$ cat src/rtl/instruction_fetch.sv
// -----------------------------------------------------------------------------
// instruction_fetch
//
// Purpose:
//   Sequential instruction fetch unit. It holds a registered fetch PC, reads
//   one word per cycle from a combinational instruction memory, and buffers
//   {pc, instr} pairs in a 2-entry FIFO toward decode with valid/ready
//   handshaking. A redirect flushes the FIFO and restarts fetch at the target.
//
// Configuration:
//   FETCH_ALIGN_CHECK_EN - when defined, a redirect whose target has
//   bits [1:0] != 0 is not taken. Instead the unit enters a TRAP state and
//   raises O_misaligned until an aligned redirect arrives. When undefined,
//   the low two target bits are ignored.
//
// Parameters:
//   RESET_PC  - first fetch address after reset
//   MEM_BYTES - instruction memory size in bytes (power of two, >= 8)
//
// Ports:
//   I_clk          in   clock, rising edge
//   I_rst_n        in   asynchronous active-low reset
//   O_imem_address out  byte address to instruction memory (registered)
//   I_imem_data    in   little-endian word at O_imem_address, same cycle
//   I_redirect     in   branch/jump redirect strobe
//   I_redirect_pc  in   redirect target byte address
//   O_valid        out  head instruction available to decode
//   I_ready        in   decode accepts the head instruction
//   O_instr        out  head instruction word
//   O_pc           out  byte address of O_instr
//   O_misaligned   out  misaligned-redirect trap flag (FETCH_ALIGN_CHECK_EN only)
// -----------------------------------------------------------------------------
module instruction_fetch #(
   parameter logic [31:0] RESET_PC  = 32'h0000_0000,
   parameter int          MEM_BYTES = 1024
) (
   input  logic        I_clk,
   input  logic        I_rst_n,
   output logic [31:0] O_imem_address,
   input  logic [31:0] I_imem_data,
   input  logic        I_redirect,
   input  logic [31:0] I_redirect_pc,
   output logic        O_valid,
   input  logic        I_ready,
   output logic [31:0] O_instr,
   output logic [31:0] O_pc
`ifdef FETCH_ALIGN_CHECK_EN
   ,
   output logic        O_misaligned
`endif
);

   // Redirect targets are folded into the memory and forced word aligned.
   localparam logic [31:0] REDIRECT_MASK = 32'(MEM_BYTES - 1) & ~32'h3;
   localparam logic [31:0] WRAP_PC       = 32'(MEM_BYTES - 4);

`ifdef FETCH_ALIGN_CHECK_EN
   typedef enum logic [1:0] {ST_FETCH = 2'd0, ST_FULL = 2'd1, ST_TRAP = 2'd2} state_t;
`else
   typedef enum logic {ST_FETCH = 1'b0, ST_FULL = 1'b1} state_t;
`endif

   typedef struct packed {
      logic [31:0] pc;
      logic [31:0] instr;
   } entry_t;

   state_t      state;
   state_t      state_next;
   logic [31:0] fetch_pc;
   logic [31:0] fetch_pc_inc;
   entry_t      fifo [2];
   logic        wr_ptr;
   logic        rd_ptr;
   logic [1:0]  count;

   logic        push;
   logic        pop;
   logic        trap_req;

   assign O_imem_address = fetch_pc;
   assign O_valid        = (count != 2'd0);
   assign O_instr        = fifo[rd_ptr].instr;
   assign O_pc           = fifo[rd_ptr].pc;
`ifdef FETCH_ALIGN_CHECK_EN
   assign O_misaligned   = (state == ST_TRAP);
`endif

   assign fetch_pc_inc = (fetch_pc == WRAP_PC) ? 32'h0 : fetch_pc + 32'd4;

   // NOTE: every variable written here gets a default first, so no path
   // through the block leaves a value unassigned and no latch is inferred.
   always_comb begin
      pop        = O_valid && I_ready;
      push       = 1'b0;
      trap_req   = 1'b0;
      state_next = state;
`ifdef FETCH_ALIGN_CHECK_EN
      trap_req   = I_redirect && (I_redirect_pc[1:0] != 2'b00);
`endif

      // FETCH always has a free slot; FULL only refills behind a pop.
      unique case (state)
         ST_FETCH: push = !I_redirect;
         ST_FULL:  push = !I_redirect && pop;
         default:  push = 1'b0;
      endcase

      if (I_redirect) begin
`ifdef FETCH_ALIGN_CHECK_EN
         state_next = trap_req ? ST_TRAP : ST_FETCH;
`else
         state_next = ST_FETCH;
`endif
      end else if (state == ST_FETCH && push && !pop && count == 2'd1) begin
         state_next = ST_FULL;
      end else if (state == ST_FULL && pop && !push) begin
         state_next = ST_FETCH;
      end
   end

   // NOTE: sequential state is written with non-blocking assignments only,
   // so every register samples the pre-edge values of the others.
   always_ff @(posedge I_clk or negedge I_rst_n) begin
      if (!I_rst_n) begin
         state    <= ST_FETCH;
         fetch_pc <= RESET_PC;
         count    <= 2'd0;
         wr_ptr   <= 1'b0;
         rd_ptr   <= 1'b0;
         // NOTE: the FIFO storage is reset too; it is only two entries and
         // O_instr/O_pc are read straight from it, so they must read zero
         // while reset is held.
         fifo[0]  <= '0;
         fifo[1]  <= '0;
      end else begin
         state <= state_next;
         if (I_redirect) begin
            // A coinciding transfer has already been taken by decode; every
            // other entry is dropped along with the pointers.
            count  <= 2'd0;
            wr_ptr <= 1'b0;
            rd_ptr <= 1'b0;
            if (!trap_req) begin
               fetch_pc <= I_redirect_pc & REDIRECT_MASK;
            end
         end else begin
            if (push) begin
               fifo[wr_ptr] <= '{pc: fetch_pc, instr: I_imem_data};
               wr_ptr       <= ~wr_ptr;
               fetch_pc     <= fetch_pc_inc;
            end
            if (pop) begin
               rd_ptr <= ~rd_ptr;
            end
            count <= count + 2'(push) - 2'(pop);
         end
      end
   end

endmodule
$ cat config.mk
export PLATFORM = sky130hd
export DESIGN_NAME = instruction_fetch
export DESIGN_NICKNAME = d
export VERILOG_FILES = /design/src/rtl/instruction_fetch.sv
export SDC_FILE = /design/constraint.sdc
export NUM_CORES = 1
export LEC_CHECK = 0
export ABC_AREA = 0
export CAP_MARGIN = 10
export CORE_ASPECT_RATIO = 0.8
export CORE_MARGIN = 1.5
export CORE_UTILIZATION = 51
export DETAILED_ROUTE_END_ITERATION = 8
export GPL_TIMING_DRIVEN = 0
export PLACE_DENSITY = 0.91
export REMOVE_ABC_BUFFERS = 1
export SLEW_MARGIN = 20
export SYNTH_ARGS = -nofsm -noshare
export SYNTH_HDL_FRONTEND = slang
export SYNTH_SLANG_ARGS = --single-unit
$ cat constraint.sdc
create_clock -name I_clk -period 2.6 [get_ports I_clk]
set_input_delay 0.52 -clock I_clk [delete_from_list [all_inputs] [get_ports I_clk]]
set_output_delay 0.52 -clock I_clk [all_outputs]
set_load 0.1 [all_outputs]
==> key figures <==
Clock network
  – Buffer depth of the longest clock path: 2
  – Number of buffers inserted by hold repair at cts: 0
  – Number of buffers created by CTS: 17
  – CTS tree: yes
  – Clock insertion delay at the later pin of the skew report: approximately 420 ps
  – Clock-pin transition on the worst setup and hold timing paths: ~60 ps
  – Clock sinks: approximately 160
  – Level count of the clock H-tree: 4
  – Clock root buffer: sky130_fd_sc_hd__clkbuf_16

Drt
  – Drc violations: 0
  – Via count normalized by instance count: 5.85
  – DR iter-0 viols: around 380
  – Final WL: 17.3 mm
  – Post-route antenna net violation count: 0
  – First-pass iteration count of the detailed router: 5
  – Per-cell routed wire length: 18.9 um
  – Number of vias after detailed routing: between 5000 and 6000

Setup path
  – Endpoint required time on the critical path: roughly 2100 ps
  – Critical path launch point type: flop
  – Slowest-stage cell, CP: sky130_fd_sc_hd__clkdlybuf4s50_1
  – Data arrival at the endpoint of the critical path: about 2000 ps
  – CP Cell Sequence: clkdlybuf4s50_1
  – Startpoint of the worst setup timing path: O_imem_address[31]
  – Worst R2R Start: O_imem_address[14]
  – Worst path max stage delay: 1160 ps
  – Biggest fanout along the worst timing path: 5
  – Category of cells accounting for the largest share of critical-path delay: buffers and inverters
  – Capturing element type of the critical path: primary output
  – Combined buffer and inverter count along the critical path: 1
  – Critical path type: flop to primary output

Synthesis
  – Fraction of registers with async set or reset after synthesis: between 90% and 100%
  – Syn Inst Count: about 590
  – Synthesized area per cell: 12.7 um2
  – Area of the mapped netlist: ~7500 um2
  – Cell types occupying the most area after synthesis: sky130_fd_sc_hd__dfrtp_1 53%, sky130_fd_sc_hd__mux2_2 28%, sky130_fd_sc_hd__buf_2 1.4%, sky130_fd_sc_hd__nand2_1 1.3%, sky130_fd_sc_hd__a21oi_1 1.3%
  – Number of warnings reported in the yosys synthesis log: 0
  – #FFs+latches synth: roughly 160
  – Number of enable flip-flop cells after synthesis: 0
  – Yosys top cell area share: between 50 and 60%
  – Part of the Yosys area used for sequential elements: a little over half
  – Number of distinct library cells after synthesis: 46
  – Post-synthesis cell type with the largest combined area: sky130_fd_sc_hd__dfrtp_1
  – Most used flip-flop cell after synthesis: sky130_fd_sc_hd__dfrtp_1

STA
  – Final Max Tran Viols: 0
  – Worst hold margin: 106 ps
  – Final hold violation count: 0
  – Fin Clk Skew: around 11 ps
  – Min setup slack post-route: 61.3 ps
  – FMAX: 394 MHz
  – Setup_tns: 0 ps
  – Period Utilization, post-route: a little over nine tenths
  – Tightest Pin Transition: between 1000 and 1500 ps
  – Worst slew margin: about 31%
  – Clock period minus worst slack: between 2000 and 3000 ps
  – Final setup violation count: 0

Global route
  – Combined global-route utilization of all metal layers: about 23%
  – Global-route wire length before repair: approximately 29 mm
  – GRT overflow: 0
  – Via count of the first global-routing pass: 5614
  – Maximum number of pins on one net before global-route repair: approximately 90
  – Number of antenna violations at the first check in global routing: 0

Finish
  – Fraction of final layout cells sized beyond drive strength 1: 41.3%
  – Layout-stage area growth over the synthesis result: 27.1%
  – Fillcell total: 1039
  – ANT cells: 0
  – Commonest non-fill, non-tap cell in the layout: sky130_fd_sc_hd__mux2_2
  – Most frequent cells in the layout: 186 x sky130_fd_sc_hd__mux2_2, 158 x sky130_fd_sc_hd__dfrtp_1, 46 x sky130_fd_sc_hd__buf_2
  – Final instance count without filler cells: a little over 900
  – Register cell area after layout: between 3000 and 4000 um2
  – Area occupied by multi-input gates: roughly 3300 um2
  – Final #Nets: between 700 and 800

Die
  – Area of the die: around 15000 um2
  – Die Span X: roughly 140 um
  – Placeable Area: around 14000 um2
  – Effective utilization at floorplan: between 50% and 60%
  – Number of placed I/O pins: around 170
  – Die extent in y: 111 um
  – Standard-cell row count: 39

Power
  – Static leakage power: approximately 4.4 nW
  – Peak supply drop: 0.00115 V
  – Power density cells: between 1000 and 1500 nW/um2

Placement
  – HPWL Detailed: approximately 11 mm
  – Pre-CTS setup slack: -836 ps
  – GPL Wtd Cong: about 0.8
  – Quantity of I/O buffers inserted on ports: around 140
  – Instance count after placement with tap cells included: about 870

Run
  – Max-cap violation count: 0

Status
  – Run status: complete, no violations

Min path
  – Type of the tightest min-delay check: input pin to asynchronous set/reset pin
-- cell usage after synthesis, drive strengths merged (3+ instances only) --
cell,number
o21ai,14
clkbuf,14
buf,29
or3,4
and3,9
xor2,5
a21oi,19
nand2b,3
nor4,7
and4,3
mux2,186
nor3,9
a31oi,15
inv,5
nor2,13
dfrtp,159
ha,3
and2,4
nand3,19
nand4,12
nand2,26
mux2i,5
-- sequential cells by signal, summed over array words and instances, names as in the netlist --
name	flops
O_imem_address	30
wr_ptr	1
fifo	124
rd_ptr	1
count	2
state	1
-- where the power goes --
| part | internal, mW | leakage, nW | switching (mW) | total (mW) |
|---|---|---|---|---|
| Combinational | 1.45 | 2.05 | 3.86 | 5.32 |
| Sequential | 3.08 | 2.02 | 0.353 | 3.43 |
| Clock | 1.51 | 0.288 | 0.935 | 2.45 |
-- metal layers --
layer / part of all wire (%) / global-route usage, %
met1: 43 / 30.5
met2: 49 / 37.5
met3: 5.9 / 5.44
met4: 1.6 / 8.77
met5: 0 / 0
-- cells by family (layout without fill, tap and decap cells) --
group                      Yosys count  in the layout  share of synthesized area [%]
buffers and inverters               48            187                           2.99
adders and majority gates            3              3                          0.504
and+or+nand+nor                    116            116                           8.59
muxes                              191            191                           28.8
xor gates and xnor gates             7              7                          0.823
other                                1              4                         0.0503
DFF                                159            159                           53.4
AOI/OAI and AO/OA                   60             61                           4.89
-- worst paths after layout --
kind	end	slack [ps]	cells after the start
hold / removal	fifo[57]	110	1
hold reg to reg	fifo[43]	500	1
min in group I_clk	fifo[43]	500	1
setup / recovery	O_imem_address[31]	60	1
max in group asynchronous	fifo[25]	1710	2
setup reg to reg	O_imem_address[21]	80	6
-- final cells by class --
class | count | area share [%]
flip-flops and latches | 159 | 42.0
repair buffers | 150 | 14.3
multi-input cells | 382 | 35.0
well taps | 184 | 2.43
clock buffers | 26 | 5.27
clock inverters | 6 | 0.845
inverters | 5 | 0.198
-- worst reg2reg max path: stages (launching register included) --
cell and delay [ps]:
sky130_fd_sc_hd__dfrtp_1 520, sky130_fd_sc_hd__or4_4 570, sky130_fd_sc_hd__nor4_4 450, sky130_fd_sc_hd__a211oi_4 200, sky130_fd_sc_hd__buf_6 240, sky130_fd_sc_hd__and3_1 170
sky130_fd_sc_hd__a211o_1 260
-- timing repair --
item                                    in CTS  in global routing
gates resized for setup                    304                  7
endpoints found under the setup margin     184                 56
gates cloned                                 0                  1
pin swaps                                    2                  2
buffers inserted                             2                  5
-- stage by stage --
stage	util, %	area, um2	power [mW]
2_1_floorplan	-	7260	7.72
3_3_place_gp	61.9	8850	8.83
3_5_place_dp	63.2	9030	9.03
4_1_cts	65.6	9390	11.2
5_1_grt	66.3	9480	11.6
6_report	66.3	9480	11.2
No activity file was read; power rests on OpenSTA's default activity.
